==> src/rtl/matrix_input_parser_if.sv <==
// Parser-side bundle: start/base and UART byte stream in, Storage write port and m/n/done/err out.
// master = parser, slave = controlling FSM / Storage side.
interface matrix_input_parser_if #(
   parameter int ADDR_W = 8
);
   logic              w_en_input;
   logic [ADDR_W-1:0] w_in_base_addr;
   logic              i_rx_valid;
   logic [7:0]        i_rx_data;
   logic              w_storage_we;
   logic [ADDR_W-1:0] w_storage_waddr;
   logic [31:0]       w_storage_wdata;
   logic [31:0]       o_in_m;
   logic [31:0]       o_in_n;
   logic              w_in_done;
   logic [1:0]        w_in_err;

   modport master (
      input  w_en_input, w_in_base_addr, i_rx_valid, i_rx_data,
      output w_storage_we, w_storage_waddr, w_storage_wdata,
      output o_in_m, o_in_n, w_in_done, w_in_err
   );

   modport slave (
      output w_en_input, w_in_base_addr, i_rx_valid, i_rx_data,
      input  w_storage_we, w_storage_waddr, w_storage_wdata,
      input  o_in_m, o_in_n, w_in_done, w_in_err
   );
endinterface

==> src/rtl/matrix_input_parser.sv <==
// ASCII "m n e0 e1 ..." parser writing a row-major matrix into Storage; write issued 1 cycle after
// the terminating delimiter. No backpressure: accepts a byte every cycle, drops bytes outside parse states.
module matrix_input_parser #(
   parameter int MAX_DIM = 5,
   parameter int MAX_VAL = 9,
   parameter int ADDR_W  = 8
) (
   input  logic                  clk,
   input  logic                  rst_n,
   matrix_input_parser_if.master bus
);
   localparam int CNT_W = $clog2(MAX_DIM * MAX_DIM + 1);
   localparam int DIM_W = $clog2(MAX_DIM + 1);
   localparam logic [9:0] MAX_DIM_A = 10'(MAX_DIM);
   localparam logic [9:0] MAX_VAL_A = 10'(MAX_VAL);
   localparam logic [9:0] ACC_SAT   = 10'd1000;

   typedef enum logic [2:0] {
      S_IDLE, S_GET_M, S_GET_N, S_GET_ELEM, S_FILL, S_DONE, S_ERR
   } state_t;

   state_t            state_q, state_d;
   logic [ADDR_W-1:0] base_q, base_d;
   logic [9:0]        acc_q, acc_d;
   logic              pend_q, pend_d;
   logic [CNT_W-1:0]  cnt_q, cnt_d;
   logic [CNT_W-1:0]  total_q, total_d;
   logic [9:0]        m_q, m_d;
   logic [9:0]        n_q, n_d;
   logic [1:0]        err_q, err_d;
   logic              we_q, we_d;
   logic [ADDR_W-1:0] waddr_q, waddr_d;
   logic [9:0]        wdata_q, wdata_d;

   logic              is_digit, is_delim, is_eol, dim_ok;
   logic [13:0]       acc_mul;
   logic [9:0]        acc_next;
   logic [CNT_W-1:0]  prod;
   logic [CNT_W-1:0]  cnt_after;

   assign is_digit = (bus.i_rx_data >= 8'd48) && (bus.i_rx_data <= 8'd57);
   assign is_eol   = (bus.i_rx_data == 8'd13) || (bus.i_rx_data == 8'd10);
   assign is_delim = is_eol || (bus.i_rx_data == 8'd32);
   assign acc_mul  = ({4'd0, acc_q} * 14'd10) + {10'd0, bus.i_rx_data[3:0]};
   assign acc_next = (acc_mul > {4'd0, ACC_SAT}) ? ACC_SAT : acc_mul[9:0];
   assign dim_ok   = (acc_q >= 10'd1) && (acc_q <= MAX_DIM_A);
   assign prod     = CNT_W'(m_q[DIM_W-1:0]) * CNT_W'(acc_q[DIM_W-1:0]);

   always_ff @(posedge clk or negedge rst_n) begin
      if (!rst_n) begin
         state_q <= S_IDLE;
         base_q  <= '0;
         acc_q   <= '0;
         pend_q  <= 1'b0;
         cnt_q   <= '0;
         total_q <= '0;
         m_q     <= '0;
         n_q     <= '0;
         err_q   <= '0;
         we_q    <= 1'b0;
         waddr_q <= '0;
         wdata_q <= '0;
      end else begin
         state_q <= state_d;
         base_q  <= base_d;
         acc_q   <= acc_d;
         pend_q  <= pend_d;
         cnt_q   <= cnt_d;
         total_q <= total_d;
         m_q     <= m_d;
         n_q     <= n_d;
         err_q   <= err_d;
         we_q    <= we_d;
         waddr_q <= waddr_d;
         wdata_q <= wdata_d;
      end
   end

   always_comb begin
      state_d   = state_q;
      base_d    = base_q;
      acc_d     = acc_q;
      pend_d    = pend_q;
      cnt_d     = cnt_q;
      total_d   = total_q;
      m_d       = m_q;
      n_d       = n_q;
      err_d     = err_q;
      we_d      = 1'b0;
      waddr_d   = waddr_q;
      wdata_d   = wdata_q;
      cnt_after = cnt_q + CNT_W'(pend_q);

      case (state_q)
         S_IDLE: begin
            if (bus.w_en_input) begin
               base_d  = bus.w_in_base_addr;
               acc_d   = '0;
               pend_d  = 1'b0;
               cnt_d   = '0;
               err_d   = 2'd0;
               state_d = S_GET_M;
            end
         end
         S_GET_M, S_GET_N, S_GET_ELEM: begin
            if (bus.i_rx_valid) begin
               if (is_digit) begin
                  acc_d  = acc_next;
                  pend_d = 1'b1;
               end else if (!is_delim) begin
                  err_d   = 2'd3;
                  state_d = S_ERR;
               end else begin
                  acc_d  = '0;
                  pend_d = 1'b0;
                  if (state_q == S_GET_M) begin
                     if (pend_q) begin
                        m_d     = acc_q;
                        err_d   = dim_ok ? 2'd0 : 2'd1;
                        state_d = dim_ok ? S_GET_N : S_ERR;
                     end
                  end else if (state_q == S_GET_N) begin
                     if (pend_q) begin
                        n_d     = acc_q;
                        total_d = prod;
                        err_d   = dim_ok ? 2'd0 : 2'd1;
                        state_d = dim_ok ? S_GET_ELEM : S_ERR;
                     end
                  end else if (pend_q && (acc_q > MAX_VAL_A)) begin
                     err_d   = 2'd2;
                     state_d = S_ERR;
                  end else begin
                     if (pend_q) begin
                        we_d    = 1'b1;
                        waddr_d = base_q + ADDR_W'(cnt_q);
                        wdata_d = acc_q;
                        cnt_d   = cnt_after;
                     end
                     // A line break after at least one element pads the rest with zeros.
                     if (pend_q && (cnt_after == total_q)) begin
                        state_d = S_DONE;
                     end else if (is_eol && (cnt_after != '0)) begin
                        state_d = S_FILL;
                     end
                  end
               end
            end
         end
         S_FILL: begin
            we_d    = 1'b1;
            waddr_d = base_q + ADDR_W'(cnt_q);
            wdata_d = '0;
            cnt_d   = cnt_q + 1'b1;
            if ((cnt_q + 1'b1) == total_q) begin
               state_d = S_DONE;
            end
         end
         S_DONE, S_ERR: begin
            if (!bus.w_en_input) begin
               err_d   = 2'd0;
               state_d = S_IDLE;
            end
         end
         default: state_d = S_IDLE;
      endcase
   end

   assign bus.w_storage_we    = we_q;
   assign bus.w_storage_waddr = waddr_q;
   assign bus.w_storage_wdata = 32'(wdata_q);
   assign bus.o_in_m          = 32'(m_q);
   assign bus.o_in_n          = 32'(n_q);
   assign bus.w_in_done       = (state_q == S_DONE) || (state_q == S_ERR);
   assign bus.w_in_err        = err_q;
endmodule
==> src/flat_wrapper.sv <==
// flat-port wrapper written by rule: the top's interface ports become plain ports
module matrix_input_parser_flat 
#(
   parameter int MAX_DIM = 5,
   parameter int MAX_VAL = 9,
   parameter int ADDR_W  = 8
)
  (clk, rst_n, bus_w_en_input, bus_w_in_base_addr, bus_i_rx_valid, bus_i_rx_data, bus_w_storage_we, bus_w_storage_waddr, bus_w_storage_wdata, bus_o_in_m, bus_o_in_n, bus_w_in_done, bus_w_in_err);
  matrix_input_parser_if #(.ADDR_W(ADDR_W)) bus_i ();
  input  logic clk;
  input  logic rst_n;
  input wire logic [$bits(bus_i.w_en_input)-1:0] bus_w_en_input;
  input wire logic [$bits(bus_i.w_in_base_addr)-1:0] bus_w_in_base_addr;
  input wire logic [$bits(bus_i.i_rx_valid)-1:0] bus_i_rx_valid;
  input wire logic [$bits(bus_i.i_rx_data)-1:0] bus_i_rx_data;
  output wire logic [$bits(bus_i.w_storage_we)-1:0] bus_w_storage_we;
  output wire logic [$bits(bus_i.w_storage_waddr)-1:0] bus_w_storage_waddr;
  output wire logic [$bits(bus_i.w_storage_wdata)-1:0] bus_w_storage_wdata;
  output wire logic [$bits(bus_i.o_in_m)-1:0] bus_o_in_m;
  output wire logic [$bits(bus_i.o_in_n)-1:0] bus_o_in_n;
  output wire logic [$bits(bus_i.w_in_done)-1:0] bus_w_in_done;
  output wire logic [$bits(bus_i.w_in_err)-1:0] bus_w_in_err;
  assign bus_i.w_en_input = bus_w_en_input;
  assign bus_i.w_in_base_addr = bus_w_in_base_addr;
  assign bus_i.i_rx_valid = bus_i_rx_valid;
  assign bus_i.i_rx_data = bus_i_rx_data;
  assign bus_w_storage_we = bus_i.w_storage_we;
  assign bus_w_storage_waddr = bus_i.w_storage_waddr;
  assign bus_w_storage_wdata = bus_i.w_storage_wdata;
  assign bus_o_in_m = bus_i.o_in_m;
  assign bus_o_in_n = bus_i.o_in_n;
  assign bus_w_in_done = bus_i.w_in_done;
  assign bus_w_in_err = bus_i.w_in_err;
  matrix_input_parser #(.MAX_DIM(MAX_DIM), .MAX_VAL(MAX_VAL), .ADDR_W(ADDR_W)) u_core (.clk(clk), .rst_n(rst_n), .bus(bus_i));
endmodule
==> config.mk <==
export PLATFORM = sky130hd
export DESIGN_NAME = matrix_input_parser_flat
export DESIGN_NICKNAME = d
export VERILOG_FILES = /design/src/rtl/matrix_input_parser_if.sv /design/src/rtl/matrix_input_parser.sv /design/src/flat_wrapper.sv
export SDC_FILE = /design/constraint.sdc
export NUM_CORES = 1
export LEC_CHECK = 0
export BUFFER_PORTS_ARGS = -buffer_cell sky130_fd_sc_hd__buf_2
export CORE_MARGIN = 1
export CORE_UTILIZATION = 30
export CTS_CLUSTER_DIAMETER = 60
export DETAILED_ROUTE_END_ITERATION = 16
export PLACE_DENSITY_LB_ADDON = 0.25
export SLEW_MARGIN = 30
export SYNTH_ARGS = -nofsm -noshare
export SYNTH_HDL_FRONTEND = slang
export SYNTH_SLANG_ARGS = --single-unit
==> constraint.sdc <==
create_clock -name clk -period 5.1 [get_ports clk]
set_input_delay 0 -clock clk [delete_from_list [all_inputs] [get_ports clk]]
set_output_delay 0 -clock clk [all_outputs]
set_load 0.05 [all_outputs]
==> flow_summary.toml, run 1 <==
[hold_path]
hold_path.class = "in -> reg"

[power]
switchingPower_mw = 1.11
p_per_area_nw_per_um2 = 454
p_int_mw = 1.55
power_frac_seq_pct = 31.5
pwr-share-comb_pct = 41.0
clkPwrFrac_pct = 27.5
ir_drop_uv = 252
p_leak_nw = 3.01
switching_share_pct = 41.8

[floorplanning]
core_um2 = 16600
placementRows = 47
die_w_um = 133
initial_core_util_pct = 30.8
die_area_um2 = 17600
die_h_um = 133
pin_count = 128

[synthesis]
ys_types = 69
syn_area_per_cell_um2 = 9.74
synth.top_cells.by_count = "dfrtp_1, buf_4, nand2_1, nor2_1"
syn_inst = 526
syn_area_um2 = 5120
yosysWarnings = 0
synthTopCellsByArea = "dfrtp_1, buf_4, ha_1"
synth_edf_count = 0
synthFlopType = "dfrtp_1"
synth_async_sr_flop_share_pct = 100
synth_top_area_share_pct = 35.7
synth_top_area_cell = "dfrtp_1"
yosysMostFrequentCell = "dfrtp_1"
ys_ff_latch = 73
ys_seq_area_share_pct = 35.7

[sta]
fin_crit_sh_pct = 72.4
tightest_slew_ns = 0.808
fmax_mhz = 271
final-max-slew-violation-count = 0
final.setup.tns_ns = 0
max-slew-margin-rel_pct = 46.1
fin_crit_ns = 3.69
rsz0062_at_grt = "no"
hold_viol_final = 0
setup_ws_ns = 1.41
setup_viol = 0
skew_ns = 0.00631

[run_status]
status = "completed"

[global_routing]
grt_max_degree = 74
antenna_found_initial = 0
grt_pass1_wl_um = 18900
grtUsageTotal_pct = 13.4
overflow = 0
grt_pass1_vias = 3639

[routing]
drcViolationCount = 0
wl_per_cell_um = 14.1
drt_iter0_drc = 195
ant_nets = 0
drtPass1Iterations = 4
routed_wl_um = 11500
num_vias = 3839
vias_per_cell = 4.70

[final_layout]
fin_nets = 646
drive_gt1_share_pct = 20.5
n_antenna_cell = 0
fill_cells = 1724
synthToLayoutAreaGrowth_pct = 14.1

[clocking]
cts_tree = "done"
cts_setup_buffers = 0
clk_pin_slew_ns = 0.06
cts_hold_buf = 10
post_cts_resized = 0
numCtsBuffers = 9
htree_levels = 3
insertion_delay_ns = 0.34
clockRootBuffer = "clkbuf_16"
clockBufferDepth = 2
cts.sinks = 73

[critical_path]
crit_path_max_fanout = 13
cp-start-kind = "register"
end_kind = "register"
cp.required_ns = 5.31
regToRegSetupSlack_ns = 1.41
cp.arrival_ns = 3.90
critPathKind = "reg -> reg"

[place]
place_ws_ns = 1.41
gp_congestion = 0.818
io_buffers = 61
dp_hpwl_um = 8500

[job]
maxCapViolCount = 0
-- path summary, 6_finish.rpt --
kind,startpoint,endpoint,cells past startpoint
worst max-delay path,u_core.acc_q[1]$_DFFE_PN0P_,u_core.acc_q[1]$_DFFE_PN0P_,12
worst min-delay path,bus_i_rx_data[1],u_core.acc_q[1]$_DFFE_PN0P_,4
worst max register to register,u_core.acc_q[1]$_DFFE_PN0P_,u_core.acc_q[1]$_DFFE_PN0P_,12
worst min register to register,u_core.bus.w_in_err[0]$_DFFE_PN0P_,u_core.bus.w_in_err[0]$_DFFE_PN0P_,1
max in group asynchronous,rst_n,u_core.n_q[4]$_DFFE_PN0P_,2
min in group asynchronous,rst_n,u_core.base_q[0]$_DFFE_PN0P_,2
-- cell type report --
type	count	area, µm²	share of cell area, %
Clock buffer	10	239	4.09
Clock inverter	6	105	1.80
Inverter	15	56.3	0.964
Multi-Input combinational cell	419	2910	49.9
Sequential cell	73	1830	31.3
Tap cell	220	275	4.71
Timing Repair Buffer	73	427	7.30
-- power groups by stage --
stage | registers (mW) | logic, mW | clock network [mW]
CTS | 0.838 | 1.09 | 0.750
global route | 0.861 | 1.21 | 0.768
finish | 0.837 | 1.09 | 0.730
floorplan | 0.918 | 0.816 | 0
global placement | 0.842 | 1.07 | 0
detailed placement | 0.848 | 1.08 | 0
-- worst max-delay path, stage by stage, from the launching register on --
cell and delay [ns]:
dfrtp_1 0.54, ha_1 0.37, ha_1 0.18, inv_1 0.06, fa_1 0.41, xnor2_2 0.29
nand3_1 0.22, nor2_1 0.22, nand3_1 0.24, a2111o_1 0.42, a41o_1 0.28, o2111ai_4 0.18
o21ai_1 0.13
-- stage by stage --
stage / hold slack (ns) / std cells / total power, mW / util, % / instance area, µm²
2_1_floorplan: -0.296 / 591 / 1.73 / - / 5370
3_3_place_gp: 0.189 / 790 / 1.91 / 32.4 / 5400
3_5_place_dp: 0.205 / 790 / 1.93 / 32.4 / 5400
4_1_cts: 0.180 / 816 / 2.68 / 35.1 / 5840
5_1_grt: 0.204 / 816 / 2.84 / 35.1 / 5840
6_report: 0.180 / 816 / 2.66 / 35.1 / 5840
-- cells in the final DEF (no fill, tap or decap), drive strengths merged, types with 20 or more instances in the layout --
master	instances
mux2	30
dfrtp	73
xor2	20
buf	63
nor2	34
conb	66
ha	30
o21ai	24
a21oi	29
nand2	36
-- per-layer routing --
metal	vias to the layer above	global-route usage (%)	share of wire (%)
met5	-	0	0
li1	1865	-	-
met1	1845	17.3	46
met2	107	22.2	48
met3	22	2.87	4.0
met4	0	4.41	1.9
-- cells by family (layout without fill, tap and decap cells) --
| family | after synthesis | after routing | share of synthesized area [%] |
|---|---|---|---|
| and+or+nand+nor | 135 | 135 | 13.6 |
| AOI/OAI and AO/OA | 111 | 111 | 14.9 |
| buffers and inverters | 99 | 104 | 12.2 |
| DFF | 73 | 73 | 35.7 |
| xor gates and xnor gates | 37 | 37 | 6.74 |
| adders and majority gates | 36 | 36 | 9.48 |
| muxes | 34 | 34 | 7.38 |
| other | 1 | 66 | 0.0732 |
-- sequential cells by signal, summed over array words and instances (netlist names) --
name,cells
u_core.total_q,5
u_core.acc_q,10
u_core.n_q,10
u_core.bus.w_storage_waddr,8
u_core.wdata_q,10
u_core.state_q,3
u_core.m_q,10
u_core.bus.w_storage_we,1
u_core.bus.w_in_err,2
u_core.base_q,8
u_core.cnt_q,5
u_core.pend_q,1
No activity file was read; power rests on OpenSTA's default activity.
==> run 2: changes to the inputs <==
- ABC_AREA: unset -> 1
- clock period: 5.1 -> 3.15 ns (I/O delays scaled with it)
==> flow_summary.toml, run 2 <==
[clocking]
htree_levels = 3
insertion_delay_ns = 0.34
clockBufferDepth = 2
cts_tree = "done"
numCtsBuffers = 9
post_cts_resized = 0
clockRootBuffer = "clkbuf_16"
clk_pin_slew_ns = 0.06
cts.sinks = 73

[global_routing]
grt_max_degree = 74
grt_pass1_wl_um = 19900
grtUsageTotal_pct = 14.0
antenna_found_initial = 0
overflow = 0
grt_pass1_vias = 3991

[sta]
max-slew-margin-rel_pct = 52.0
fin_crit_sh_pct = 92.3
skew_ns = 0.00559
setup_viol = 0
fmax_mhz = 344
rsz0062_at_grt = "no"
final.setup.tns_ns = 0
hold_viol_final = 0
final-max-slew-violation-count = 0
setup_ws_ns = 0.242
tightest_slew_ns = 0.717
fin_crit_ns = 2.91

[job]
maxCapViolCount = 0

[routing]
wl_per_cell_um = 12.2
vias_per_cell = 4.37
drcViolationCount = 0
num_vias = 4337
drt_iter0_drc = 241
routed_wl_um = 12100
drtPass1Iterations = 5
ant_nets = 0

[synthesis]
synth.top_cells.by_count = "nand2_1, inv_1, dfrtp_1, buf_4, nand3_1"
ys_types = 42
ys_seq_area_share_pct = 34.3
synth_top_area_cell = "dfrtp_1"
synth_async_sr_flop_share_pct = 100
synth_edf_count = 0
syn_area_per_cell_um2 = 7.79
ys_ff_latch = 73
synth_top_area_share_pct = 34.3
yosysMostFrequentCell = "nand2_1"
synthTopCellsByArea = "dfrtp_1, nand2_1, buf_4"
synthFlopType = "dfrtp_1"
yosysWarnings = 0
syn_area_um2 = 5330
syn_inst = 684

[critical_path]
endpoint = "u_core.acc_q[3]$_DFFE_PN0P_"
end_kind = "register"
cp.arrival_ns = 3.14
cp.required_ns = 3.38
cp.depth = 16
r2r_start = "u_core.acc_q[1]$_DFFE_PN0P_"
cp_num_buf_inv = 2
startpoint = "u_core.acc_q[1]$_DFFE_PN0P_"
worstPathCellList = "ha_1, ha_1, inv_1, fa_1, nor2_4, nand2_1, nor2_1, nand3_2, inv_2, nand3_2, nand2_1, nand3_2, nor2_2, nand3_1, nand2_1, nand2_1"
regToRegSetupSlack_ns = 0.24
cp-start-kind = "register"
cp_slowest_cell = "fa_1"
rr_endpoint = "u_core.acc_q[3]$_DFFE_PN0P_"
crit_top_cell = "nand2_1"
r2r_cells = 16
critPathMaxStageDelay_ns = 0.46
critPathKind = "reg -> reg"
crit_path_max_fanout = 5
path_delay_family = "simple AND/OR/NAND/NOR gates"

[floorplanning]
core_um2 = 17300
placementRows = 48
die_area_um2 = 18300
pin_count = 128
initial_core_util_pct = 30.8
die_w_um = 135
die_h_um = 135

[place]
io_buffers = 61
place_ws_ns = 0.283
dp_hpwl_um = 9340
gp_congestion = 0.833

[final_layout]
n_antenna_cell = 0
fill_cells = 1866
final_common_cell = "nand2_1"
utilization_pct = 35.3
fin_nets = 817
most-common-layout-cells = "nand2_1, inv_1, dfrtp_1"
drive_gt1_share_pct = 18.3
synthToLayoutAreaGrowth_pct = 14.5

[run_status]
status = "completed"

[power]
p_per_area_nw_per_um2 = 666
p_leak_nw = 3.28
ir_drop_uv = 365

[hold_path]
hold_path.class = "in -> reg"
[run 2: final cells by class]
| type | instances | area (µm²) | area share [%] |
|---|---|---|---|
| Multi-Input combinational cell | 514 | 2880 | 47.2 |
| Tap cell | 225 | 282 | 4.62 |
| Inverter | 89 | 337 | 5.52 |
| Sequential cell | 73 | 1830 | 30.0 |
| Clock buffer | 11 | 233 | 3.82 |
| Clock inverter | 5 | 104 | 1.70 |
| Timing Repair Buffer | 75 | 439 | 7.20 |
[run 2: worst min-delay path by stage]
stage	from	endpoint	slack [ns]	cells after the start
3_5_place_dp	rst_n	u_core.wdata_q[7]$_DFFE_PN0P_	0.21	1
5_1_grt	bus_i_rx_data[0]	u_core.acc_q[0]$_DFFE_PN0P_	0.18	5
2_1_floorplan	rst_n	u_core.acc_q[0]$_DFFE_PN0P_	-0.30	0
3_3_place_gp	rst_n	u_core.wdata_q[7]$_DFFE_PN0P_	0.22	1
4_1_cts	bus_w_en_input	u_core.state_q[0]$_DFFE_PN0P_	0.12	6
6_report	bus_i_rx_data[0]	u_core.acc_q[0]$_DFFE_PN0P_	0.14	5
[run 2: worst register-to-register path: cells and delay by family (launching register included)]
| family | cells | cell delay (ns) |
|---|---|---|
| and+or+nand+nor | 11 | 1.26 |
| adders and majority gates | 3 | 1.01 |
| DFF | 1 | 0.37 |
| buffers and inverters | 2 | 0.16 |
[run 2: metal layers]
metal  wire (µm)  GRT usage, %  part of all wire [%]
met2        6080          24.6                    50
met3         481          3.18                   4.0
met1        5260          16.4                    44
met5           0             0                     0
met4         228          5.43                   1.9
[run 2: kinds of logic (layout without fill, tap and decap cells)]
logic type               count (synthesis)  count (layout)  synth area share (%)
flip-flops                              73              73                  34.3
AND/OR/NAND/NOR                        300             301                  26.6
adder cells (fa/ha/maj)                 35              35                  8.93
multiplexers                             7               7                  1.46
buffers and inverters                  163             180                  16.4
AO/OA/AOI/OAI                           84              84                  8.79
XOR/XNOR                                21              21                  3.45
other                                    1              66                0.0704
[run 2: where the power goes]
part | switching, mW | leakage, nW | total [mW] | internal [mW]
clock | 0.406 | 0.164 | 1.18 | 0.774
sequential | 0.139 | 0.968 | 1.24 | 1.10
combinational | 1.18 | 2.15 | 1.64 | 0.465
[run 2: timing repair]
item                                   CTS  global route
buffers inserted                         0             0
setup endpoints to repair                0             1
hold buffers                             9             0
endpoints found under the hold margin   81             0
[run 2: metrics by stage]
stage / power [mW] / hold WS (ns) / std cells / cell area, µm²
global placement: 2.91 / 0.215 / 966 / 5660
CTS: 4.12 / 0.124 / 991 / 6090
floorplan: 2.62 / -0.296 / 749 / 5570
finish: 4.06 / 0.140 / 992 / 6100
global route: 4.34 / 0.184 / 992 / 6100
detailed placement: 2.91 / 0.210 / 966 / 5660
==> run 3: changes to the inputs <==
- ABC_AREA: 1 -> unset
==> flow_summary.toml, run 3 (synthesized netlist as in run 1, its figures left out) <==
[final_layout]
drive_gt1_share_pct = 26.9
fill_cells = 1688
fin_nets = 675
utilization_pct = 36.8
n_antenna_cell = 0
final_common_cell = "dfrtp_1"
synthToLayoutAreaGrowth_pct = 19.7
final_area_um2 = 6130
most-common-layout-cells = "dfrtp_1, conb_1, buf_2"

[run_status]
violations = "negative setup slack"
status = "complete, but fails checks"

[place]
place_ws_ns = -0.0636
gp_congestion = 0.868
dpl_cell_area_um2 = 5560
io_buffers = 61
dp_hpwl_um = 8800

[critical_path]
crit_path_max_fanout = 5
regToRegSetupSlack_ns = -0.02
cp-start-kind = "register"
rr_endpoint = "u_core.acc_q[8]$_DFFE_PN0P_"
r2r_start = "u_core.acc_q[3]$_DFFE_PN0P_"
cp.arrival_ns = 3.40
cp.required_ns = 3.38
worstPathCellList = "ha_1, ha_2, inv_2, fa_2, and2b_2, buf_4, o2111ai_1, nand4b_1, xor2_2, nand2_1, nor4_4, buf_4, o2111ai_4, a21o_1"
r2r_cells = 14
critPathKind = "reg -> reg"
end_kind = "register"
cp_slowest_cell = "dfrtp_1"
critPathMaxStageDelay_ns = 0.40
crit_top_cell = "buf_4"

[global_routing]
grt_pass1_vias = 3919
antenna_found_initial = 0
grtUsageTotal_pct = 14.2
grt_max_degree = 74
grt_pass1_wl_um = 19800
overflow = 0

[clocking]
cts.sinks = 73
numCtsBuffers = 9
htree_levels = 3
clockBufferDepth = 2
clockRootBuffer = "clkbuf_16"
insertion_delay_ns = 0.33
cts_tree = "done"
clk_pin_slew_ns = 0.06

[floorplanning]
core_um2 = 16600
pin_count = 128
initial_core_util_pct = 30.8
die_w_um = 133
die_h_um = 133
die_area_um2 = 17600
placementRows = 47

[sta]
final-max-slew-violation-count = 0
rsz0062_at_grt = "yes"
skew_ns = 0.00623
fmax_mhz = 316
setup_viol = 4
fin_crit_ns = 3.17
fin_crit_sh_pct = 101
setup_ws_ns = -0.0189
hold_viol_final = 0
tightest_slew_ns = 0.877
whs_ns = 0.164
max-slew-margin-rel_pct = 41.3

[hold_path]
min_to = "u_core.acc_q[1]$_DFFE_PN0P_"
hold_path.class = "in -> reg"
min_path_cells = 4
hold_start = "bus_i_rx_data[1]"

[routing]
ant_nets = 0
drcViolationCount = 0
drt_iter0_drc = 183
wl_per_cell_um = 14.5
routed_wl_um = 12300
vias_per_cell = 4.64
drtPass1Iterations = 7
num_vias = 3919

[power]
ir_drop_uv = 405
p_leak_nw = 3.19
p_per_area_nw_per_um2 = 686

[job]
maxCapViolCount = 0
==> run 3: cell types whose count changed in the layout (fill, tap and decap cells not counted), moves of 19 or more <==
cell and delta:
nand3_1 -35, o21ai_0 -19, mux2_2 +24, nand2_1 -127
buf_4 +25, inv_1 -63
==> run 3: layer usage <==
layer / wire length (µm) / part of all wire (%) / up-vias / GRT usage, %
li1: - / - / 1923 / -
met1: 5480 / 45 / 1872 / 17.3
met2: 6020 / 49 / 103 / 23.9
met3: 604 / 4.9 / 21 / 4.18
met4: 176 / 1.4 / 0 / 4.53
met5: 0 / 0 / - / 0
==> run 3: where the power goes <==
part           total [mW]  leakage (nW)  internal (mW)  switching [mW]
Clock                1.04         0.153          0.637           0.403
Sequential           1.30         0.965           1.12           0.181
Combinational        1.86          2.07          0.627            1.24
==> run 3: layout make-up <==
cell class | count | area, µm² | area share (%)
Clock buffer | 10 | 239 | 3.90
Clock inverter | 6 | 66.3 | 1.08
Inverter | 15 | 56.3 | 0.919
Multi-Input combinational cell | 420 | 3030 | 49.4
Sequential cell | 73 | 1830 | 29.8
Tap cell | 220 | 275 | 4.49
Timing Repair Buffer | 101 | 637 | 10.4
==> run 3: how the worst max path moves through the flow <==
stage | cells past startpoint | slack (ns) | end | from
floorplan | 12 | 0.05 | u_core.acc_q[3]$_DFFE_PN0P_ | u_core.acc_q[3]$_DFFE_PN0P_
global placement | 11 | 0.03 | u_core.acc_q[1]$_DFFE_PN0P_ | u_core.acc_q[3]$_DFFE_PN0P_
detailed placement | 13 | -0.06 | u_core.acc_q[4]$_DFFE_PN0P_ | u_core.acc_q[3]$_DFFE_PN0P_
CTS | 13 | -0.07 | u_core.acc_q[6]$_DFFE_PN0P_ | u_core.acc_q[1]$_DFFE_PN0P_
global route | 13 | -0.19 | u_core.acc_q[7]$_DFFE_PN0P_ | u_core.acc_q[3]$_DFFE_PN0P_
finish | 14 | -0.02 | u_core.acc_q[8]$_DFFE_PN0P_ | u_core.acc_q[3]$_DFFE_PN0P_
==> run 3: through the flow <==
step	instances	TNS [ns]	total power, mW
2_1_floorplan	591	0	2.81
3_3_place_gp	812	0	3.13
3_5_place_dp	812	-0.510	3.16
4_1_cts	844	-0.428	4.24
5_1_grt	845	-1.54	4.50
6_report	845	-0.0540	4.20
==> run 3: repair_timing <==
item | in CTS | in global routing
hold buffers | 10 | 0
gates resized for setup | 10 | 12
setup endpoints to repair | 10 | 10
endpoints found under the hold margin | 82 | 0
gates cloned | 1 | 0
buffers inserted | 5 | 1
pin swaps | 2 | 5
==> run 3: critical path: cells and delay by family, from the launching register on <==
kind                     cells  cell delay, ns
adder cells (fa/ha/maj)      3            0.82
AND/OR/NAND/NOR              4            0.81
AO/OA/AOI/OAI                3            0.49
flip-flops                   1            0.40
buffers and inverters        3            0.31
XOR/XNOR                     1            0.22
